===== src/rtl/pc_update_if.sv =====
// PC update unit bus: control/flag inputs and PC/EPC/status outputs.
interface pc_update_if #(
   parameter int WIDTH = 32,
   parameter int CNT_W = 16
);
   logic [WIDTH-1:0] pc_in;
   logic             pc_write;
   logic             pc_write_cond;
   logic [1:0]       branch_op;
   logic             alu_zero;
   logic             alu_gt;
   logic             stall;
   logic             exc_valid;
   logic [1:0]       exc_cause;
   logic [WIDTH-1:0] pc_out;
   logic [WIDTH-1:0] epc_out;
   logic [1:0]       cause_out;
   logic             exc_pending;
   logic             double_fault;
   logic             branch_taken;
   logic [CNT_W-1:0] upd_count;

   modport master (
      output pc_in, pc_write, pc_write_cond, branch_op,
      output alu_zero, alu_gt, stall, exc_valid, exc_cause,
      input  pc_out, epc_out, cause_out, exc_pending,
      input  double_fault, branch_taken, upd_count
   );

   modport slave (
      input  pc_in, pc_write, pc_write_cond, branch_op,
      input  alu_zero, alu_gt, stall, exc_valid, exc_cause,
      output pc_out, epc_out, cause_out, exc_pending,
      output double_fault, branch_taken, upd_count
   );
endinterface


===== src/rtl/pc_update_unit.sv =====
// PC/EPC/cause registers, branch condition and exception tracking.
// Optional PC_ALIGN_CHECK_EN: misaligned PC targets raise cause 2'b11.
module pc_update_unit #(
   parameter int               WIDTH    = 32,
   parameter logic [WIDTH-1:0] RESET_PC = '0,
   parameter int               CNT_W    = 16
) (
   input logic clk,
   input logic reset_n,
   pc_update_if.slave bus
);
   typedef enum logic {RUN, PEND} state_e;

   state_e           state_q, state_d;
   logic [WIDTH-1:0] pc_q, pc_d;
   logic [WIDTH-1:0] epc_q, epc_d;
   logic [1:0]       cause_q, cause_d;
   logic             df_q, df_d;
   logic             bt_q, bt_d;
   logic [CNT_W-1:0] cnt_q, cnt_d;

   logic cond;
   logic want;
   logic mis;
   logic upd;

   always_comb begin
      cond = 1'b0;
      unique case (bus.branch_op)
         2'b00: cond = bus.alu_zero;
         2'b01: cond = !bus.alu_zero;
         2'b10: cond = bus.alu_zero | !bus.alu_gt;
         2'b11: cond = bus.alu_gt;
      endcase
   end

   assign want = !bus.stall &
                 (bus.pc_write | (bus.pc_write_cond & cond));

`ifdef PC_ALIGN_CHECK_EN
   assign mis = want & (bus.pc_in[1:0] != 2'b00);
`else
   assign mis = 1'b0;
`endif

   assign upd = want & !mis;

   always_comb begin
      pc_d    = pc_q;
      epc_d   = epc_q;
      cause_d = cause_q;
      df_d    = df_q;
      bt_d    = bt_q;
      cnt_d   = cnt_q;
      state_d = state_q;
      if (!bus.stall) begin
         if (upd) begin
            pc_d  = bus.pc_in;
            cnt_d = cnt_q + CNT_W'(1);
         end
         if (bus.pc_write_cond & !bus.pc_write)
            bt_d = cond;
         unique case (state_q)
            RUN: begin
               // fetch already advanced PC, so the faulting one is 4 back
               if (bus.exc_valid) begin
                  epc_d   = pc_q - WIDTH'(4);
                  cause_d = bus.exc_cause;
                  if (!upd)
                     state_d = PEND;
               end else if (mis) begin
                  epc_d   = pc_q;
                  cause_d = 2'b11;
                  state_d = PEND;
               end
            end
            PEND: begin
               if (bus.exc_valid | mis)
                  df_d = 1'b1;
               if (upd)
                  state_d = RUN;
            end
         endcase
      end
   end

   always_ff @(posedge clk or negedge reset_n) begin
      if (!reset_n) begin
         state_q <= RUN;
         pc_q    <= RESET_PC;
         epc_q   <= '0;
         cause_q <= 2'b00;
         df_q    <= 1'b0;
         bt_q    <= 1'b0;
         cnt_q   <= '0;
      end else begin
         state_q <= state_d;
         pc_q    <= pc_d;
         epc_q   <= epc_d;
         cause_q <= cause_d;
         df_q    <= df_d;
         bt_q    <= bt_d;
         cnt_q   <= cnt_d;
      end
   end

   assign bus.pc_out       = pc_q;
   assign bus.epc_out      = epc_q;
   assign bus.cause_out    = cause_q;
   assign bus.exc_pending  = (state_q == PEND);
   assign bus.double_fault = df_q;
   assign bus.branch_taken = bt_q;
   assign bus.upd_count    = cnt_q;
endmodule


===== src/flat_wrapper.sv =====
// flat-port wrapper written by rule: the top's interface ports become plain ports
module pc_update_unit_flat 
#(
   parameter int               WIDTH    = 32,
   parameter logic [WIDTH-1:0] RESET_PC = '0,
   parameter int               CNT_W    = 16
)
  (clk, reset_n, bus_pc_in, bus_pc_write, bus_pc_write_cond, bus_branch_op, bus_alu_zero, bus_alu_gt, bus_stall, bus_exc_valid, bus_exc_cause, bus_pc_out, bus_epc_out, bus_cause_out, bus_exc_pending, bus_double_fault, bus_branch_taken, bus_upd_count);
  pc_update_if #(.WIDTH(WIDTH), .CNT_W(CNT_W)) bus_i ();
  input logic clk;
  input logic reset_n;
  input wire logic [$bits(bus_i.pc_in)-1:0] bus_pc_in;
  input wire logic [$bits(bus_i.pc_write)-1:0] bus_pc_write;
  input wire logic [$bits(bus_i.pc_write_cond)-1:0] bus_pc_write_cond;
  input wire logic [$bits(bus_i.branch_op)-1:0] bus_branch_op;
  input wire logic [$bits(bus_i.alu_zero)-1:0] bus_alu_zero;
  input wire logic [$bits(bus_i.alu_gt)-1:0] bus_alu_gt;
  input wire logic [$bits(bus_i.stall)-1:0] bus_stall;
  input wire logic [$bits(bus_i.exc_valid)-1:0] bus_exc_valid;
  input wire logic [$bits(bus_i.exc_cause)-1:0] bus_exc_cause;
  output wire logic [$bits(bus_i.pc_out)-1:0] bus_pc_out;
  output wire logic [$bits(bus_i.epc_out)-1:0] bus_epc_out;
  output wire logic [$bits(bus_i.cause_out)-1:0] bus_cause_out;
  output wire logic [$bits(bus_i.exc_pending)-1:0] bus_exc_pending;
  output wire logic [$bits(bus_i.double_fault)-1:0] bus_double_fault;
  output wire logic [$bits(bus_i.branch_taken)-1:0] bus_branch_taken;
  output wire logic [$bits(bus_i.upd_count)-1:0] bus_upd_count;
  assign bus_i.pc_in = bus_pc_in;
  assign bus_i.pc_write = bus_pc_write;
  assign bus_i.pc_write_cond = bus_pc_write_cond;
  assign bus_i.branch_op = bus_branch_op;
  assign bus_i.alu_zero = bus_alu_zero;
  assign bus_i.alu_gt = bus_alu_gt;
  assign bus_i.stall = bus_stall;
  assign bus_i.exc_valid = bus_exc_valid;
  assign bus_i.exc_cause = bus_exc_cause;
  assign bus_pc_out = bus_i.pc_out;
  assign bus_epc_out = bus_i.epc_out;
  assign bus_cause_out = bus_i.cause_out;
  assign bus_exc_pending = bus_i.exc_pending;
  assign bus_double_fault = bus_i.double_fault;
  assign bus_branch_taken = bus_i.branch_taken;
  assign bus_upd_count = bus_i.upd_count;
  pc_update_unit #(.WIDTH(WIDTH), .RESET_PC(RESET_PC), .CNT_W(CNT_W)) u_core (.clk(clk), .reset_n(reset_n), .bus(bus_i));
endmodule

===== config.mk =====
export PLATFORM = sky130hd
export DESIGN_NAME = pc_update_unit_flat
export DESIGN_NICKNAME = d
export VERILOG_FILES = /design/src/rtl/pc_update_if.sv /design/src/rtl/pc_update_unit.sv /design/src/flat_wrapper.sv
export SDC_FILE = /design/constraint.sdc
export NUM_CORES = 1
export LEC_CHECK = 0
export CAP_MARGIN = 20
export CORE_UTILIZATION = 40
export CTS_CLUSTER_SIZE = 40
export DETAILED_ROUTE_END_ITERATION = 10
export PLACE_DENSITY = 0.81
export SLEW_MARGIN = 20
export SYNTH_ARGS = -nofsm -noshare
export SYNTH_HDL_FRONTEND = slang
export SYNTH_SLANG_ARGS = --single-unit

===== constraint.sdc =====
create_clock -name clk -period 4.6 [get_ports clk]
set_input_delay 0.92 -clock clk [delete_from_list [all_inputs] [get_ports clk]]
set_output_delay 0.92 -clock clk [all_outputs]
set_load 0.02 [all_outputs]

After elaboration in Yosys (flattened, before gate mapping)

Index checks and enable logic that the tools add are counted.

Input bits: 44
Output and inout port bits: 85
Bits in registers: 85

Reduce and logical (&&, ||, !) cells: 9
Multiplexer cells: 4
Equal/unequal tests: 3
$add $sub $neg: 2
Bitwise operators: 7

Operators by type and width:

| kind                                                                  | number |
|---|---|
| 32-bit by 3-bit subtractor with 32-bit output, second input constant  | 1 |
| 16-bit by 1-bit adder with 16-bit output, second input constant       | 1 |
| 3-bit AND reduction                                                   | 2 |
| 2-bit equality test, second input constant                            | 2 |
| 1-bit logical NOT                                                     | 4 |
| 1-bit case mux with 4 select lines                                    | 1 |
| 2-bit AND reduction                                                   | 2 |
| 1-bit AND                                                             | 3 |
| 2-bit by 1-bit equality test with 1-bit output, second input constant | 1 |
| 2-bit logical NOT                                                     | 1 |
| 1-bit 2-to-1 mux                                                      | 2 |
| 1-bit NOT                                                             | 2 |
| 1-bit OR                                                              | 2 |
| 1-bit case mux with 2 select lines                                    | 1 |

Logic depth before layout (Yosys ltp)

Depth in word-level cells: 9
Mapped depth: 7
Depth with buffers taken out: 6

Worst setup path before layout

No wires, ideal clock.

Path kind: input-to-reg
Start: input port bus_branch_op[1]
End: register u_core.cnt_q[7], in the netlist u_core.bus.upd_count[7]
Data required time: 4467 ps
Data arrival time: 2019 ps
Stages: 6
Slack: 2448 ps
Cell sequence: nor2b_4 > or3_4 > a32oi_4 > buf_6 > nor3_1 > xor2_1

Cells in the longest elaborated chain, start to end: 6
Elaborated cells on any way between the ends: 9

Ends and longest elaborated chain:

| element                                     | RTL line              | RTL |
|---|---|---|
| start: declaration                          | flat_wrapper.sv:15    | `input wire logic [$bits(bus_i.branch_op)-1:0] bus_branch_op;` |
| 2-bit equality test (tied with other cells) | pc_update_unit.sv:29  | `unique case (bus.branch_op)` |
| 1-bit case mux with 4 select lines (*)      | pc_update_unit.sv:29  |  |
| 1-bit AND (*)                               | pc_update_unit.sv:38  | `(bus.pc_write \| (bus.pc_write_cond & cond));` |
| 1-bit OR (*)                                | pc_update_unit.sv:38  |  |
| 1-bit AND (*)                               | pc_update_unit.sv:37  | `assign want = !bus.stall &` |
| 2-bit AND reduction (no line) (*)           | --                    |  |
| end signal: assignment                      | pc_update_unit.sv:103 | `cnt_q <= cnt_d;` |
| end: declaration                            | pc_update_unit.sv:20  | `logic [CNT_W-1:0] cnt_q, cnt_d;` |

Mark *: on every way between the ends. The rest lies on a longest branch, timed or not.
A chain may end at the register's enable or synchronous reset.

Final worst setup path

Start: input port bus_branch_op[1]
End: register u_core.pc_q[1], in the netlist u_core.bus.pc_out[1]

Cells in the longest elaborated chain, start to end: 6
Elaborated cells on any way between the ends: 9

Ends and longest elaborated chain:

| element                                     | RTL line             | RTL |
|---|---|---|
| 2-bit equality test (tied with other cells) | pc_update_unit.sv:29 |  |
| 1-bit case mux with 4 select lines (*)      | pc_update_unit.sv:29 |  |
| 1-bit AND (*)                               | pc_update_unit.sv:38 |  |
| 1-bit OR (*)                                | pc_update_unit.sv:38 |  |
| 1-bit AND (*)                               | pc_update_unit.sv:37 |  |
| 2-bit AND reduction (no line) (*)           | --                   |  |
| end signal: assignment                      | pc_update_unit.sv:98 | `pc_q <= pc_d;` |
| end: declaration                            | pc_update_unit.sv:15 | `logic [WIDTH-1:0] pc_q, pc_d;` |

Marks and branches as above.

==> results.py <==
metrics = {
    "yosys": {
        "ys_types": 41,
        "synth_edf_count": 0,
        "synthArstFlopShare_pct": 100.0,
        "synth_cells": 412,
        "syn-num-nets": 458,
        "ys_top_cells_by_area": "dfrtp_1, nand2_1, xnor2_1",
        "synth_top_area_share_pct": 52.37,
        "synth_seq_cells": 85,
        "synth-seq-area-share_pct": 52.37,
        "syn_area_sq_mm": 0.004061,
        "synth_flop_cell": "dfrtp_1",
        "yosys_warnings": 0,
        "synth_top_area_cell": "dfrtp_1",
        "syn_area_per_cell_sq_um": 9.858,
    },
    "critical_path": {
        "path_buf_inv": 2,
        "slowest_delay_ns": 0.67,
        "endpoint_kind": "register",
        "cp_max_fo": 24,
        "critPathLaunchType": "input pin",
        "cp_slowest_cell": "a32oi_4",
        "critPathTopFamily": "buffers and inverters",
        "path_cells": "clkdlybuf4s50_1 > nor2b_4 > or3_4 > a32oi_4 > buf_4 > nand2_1 > nand2_1",
        "worstSetupPathType": "input pin to register",
        "cp.arrival_ns": 3.09,
        "required_ns": 4.88,
        "path_common_cell": "nand2_1",
    },
    "clock_tree": {
        "cts-htree-levels": 3,
        "path_clk_slew_ns": 0.09,
        "cts_setup_buffers": 0,
        "ctsResizeCount": 0,
        "cts_tree": "built",
        "clk_latency_ns": 0.34,
        "postCtsHoldBufs": 0,
        "clock_sinks": 85,
        "numCtsBuffers": 9,
        "cts_root_buffer": "clkbuf_8",
        "clock_path_buffers": 2,
    },
    "global_route": {
        "grt-ovfl-total": 0,
        "grt_pass1_vias": 3383,
        "grt_start_max_net_pins": 86,
        "grt_use_total_pct": 20.16,
        "antenna_found_initial": 0,
        "grt_pass1_wl_mm": 16.35,
    },
    "timing": {
        "rsz0062_at_grt": "no",
        "setup_ws_ns": 1.796,
        "timing.hold.ws_ns": 0.4742,
        "finClkSkew_ns": 0.009919,
        "finalCriticalPeriod_ns": 2.804,
        "layout_worst_path_cycle_share_pct": 60.97,
        "fmax_mhz": 356.6,
        "final-hold-violation-count": 0,
        "worst_pin_slew_ns": 0.8457,
        "tns_ns": 0,
        "slew_headroom_pct": 43.62,
        "setup_violations": 0,
        "finalMaxSlewViolations": 0,
    },
    "detailed_routing": {
        "via_per_inst": 4.860,
        "num_vias": 3261,
        "drt_iter0_drc": 69,
        "drcViolationCount": 0,
        "drtPass1Iterations": 4,
        "wl_mm": 9.733,
        "post_drt_wl_per_cell_um": 14.51,
        "antenna_left": 0,
    },
    "job": {
        "max_cap_violations": 0,
    },
    "floorplan": {
        "die_x_um": 102.8,
        "io_pins": 129,
        "start_util_pct": 41.36,
        "num_rows": 36,
        "die-height_um": 102.8,
        "fp.coreArea_sq_mm": 0.009819,
        "dieArea_sq_mm": 0.01056,
    },
    "layout": {
        "drive_above_1_share_pct": 9.480,
        "antennaDiodeCount": 0,
        "fin_nets": 580,
        "final_util_pct": 57.39,
        "area.growth.synth_to_final_pct": 38.76,
        "fillers": 876,
    },
    "power_and_ir_drop": {
        "p_per_area_mw_per_mm2": 441.4,
        "ir_drop_v": 0.0003262,
        "finalPower_uw": 2487,
        "power.static_leakage_uw": 0.002366,
    },
    "place": {
        "io_buffers": 128,
        "gp_congestion": 0.8814,
        "place_hpwl_mm": 7.061,
        "place_worst_setup_slack_ns": 1.429,
    },
    "outcome": {
        "status": "finished, final reports clean",
    },
    "worst_hold_path": {
        "hp-class": "register to register",
    },
}
[worst reg2reg max path, cell delays in order (launching register included)]
cell and delay, ns:
dfrtp_1 0.46, nor4_4 0.33, nand2_2 0.31, nor4_2 0.43, xnor2_1 0.16, o21ai_1 0.07
[worst paths after layout]
path,start,endpoint,slack [ns],cells after the start
worst max-delay path,bus_branch_op[1],u_core.bus.pc_out[1]$_DFFE_PN0P_,1.80,7
worst min-delay path,u_core.bus.double_fault$_DFFE_PN0P_,u_core.bus.double_fault$_DFFE_PN0P_,0.47,1
worst max register to register,u_core.bus.pc_out[5]$_DFFE_PN0P_,u_core.bus.epc_out[31]$_DFFE_PN0P_,2.71,5
worst min register to register,u_core.bus.double_fault$_DFFE_PN0P_,u_core.bus.double_fault$_DFFE_PN0P_,0.47,1
max in group asynchronous,reset_n,u_core.bus.pc_out[3]$_DFFE_PN0P_,3.46,1
min in group asynchronous,reset_n,u_core.bus.upd_count[7]$_DFFE_PN0P_,0.62,1
[flip-flops by register name, indices dropped and copies added (netlist names)]
signal	cells
u_core.bus.epc_out	32
u_core.bus.pc_out	32
u_core.bus.upd_count	16
u_core.bus.cause_out	2
u_core.bus.branch_taken	1
u_core.bus.double_fault	1
u_core.bus.exc_pending	1
[stage by stage]
stage | instance area, sq um | cells
floorplan | 4061 | 412
global placement | 5404 | 656
detailed placement | 5404 | 656
CTS | 5627 | 671
global route | 5635 | 671
finish | 5635 | 671
[per-layer routing]
metal / GRT usage [%] / vias to the layer above / share of wire, %
met5: 0 / - / 0
li1: - / 1608 / -
met1: 25.44 / 1560 / 43
met2: 35.08 / 82 / 51
met3: 3.797 / 11 / 5.2
met4: 6.284 / 0 / 1.2
[cell families after synthesis]
group	count (synthesis)	share of synthesized area, %
AO/OA/AOI/OAI	40	6.347
buffers and inverters	23	3.265
flip-flops	85	52.37
XOR/XNOR	41	8.842
AND/OR/NAND/NOR	221	28.56
adder cells (fa/ha/maj)	2	0.6160
[cells in the final DEF, fill, tap and decap left out, types with 2 or more instances in the layout]
| cell type | instances |
|---|---|
| a31oi_1 | 2 |
| and4_1 | 2 |
| nor2_1 | 15 |
| inv_1 | 5 |
| o21ai_2 | 6 |
| nor2b_1 | 4 |
| bufinv_16 | 2 |
| clkinv_4 | 2 |
| nor4_4 | 2 |
| nand4_1 | 4 |
| nor3_4 | 3 |
| nor4_2 | 10 |
| nand3_1 | 6 |
| clkdlybuf4s50_1 | 127 |
| xnor2_1 | 31 |
| ha_1 | 2 |
| nor3b_1 | 2 |
| clkbuf_8 | 10 |
| dfrtp_1 | 85 |
| o21ai_0 | 8 |
| nand2_1 | 145 |
| or3_1 | 3 |
| xor2_1 | 10 |
| nor3_1 | 9 |
| nor3_2 | 3 |
| nand2_2 | 2 |
| o21ai_1 | 20 |
[synthesized netlist by cell type, types with 2 or more instances]
master	count
a31oi_1	2
and4_1	2
buf_6	6
clkbuf_1	11
dfrtp_1	85
ha_1	2
inv_1	5
nand2_1	145
nand2_2	2
nand3_1	6
nand4_1	4
nor2_1	15
nor2b_1	4
nor3_1	9
nor3_2	3
nor3_4	3
nor3b_1	2
nor4_2	10
nor4_4	2
o21ai_0	8
o21ai_1	20
o21ai_2	6
or3_1	3
xnor2_1	31
xor2_1	10
[final cells by class]
type	count	area (sq um)	area share, %
Clock buffer	10	137.6	2.442
Clock inverter	5	85.08	1.510
Inverter	5	18.77	0.3330
Multi-Input combinational cell	304	1810	32.13
Sequential cell	85	2127	37.74
Tap cell	133	166.4	2.953
Timing Repair Buffer	129	1290	22.89
[where the power goes]
part / internal, uW / switching (uW)
clock network: 320 / 269
registers: 894 / 156
logic: 404 / 445
total: 1620 / 869
(Power assumes the default switching activity.)
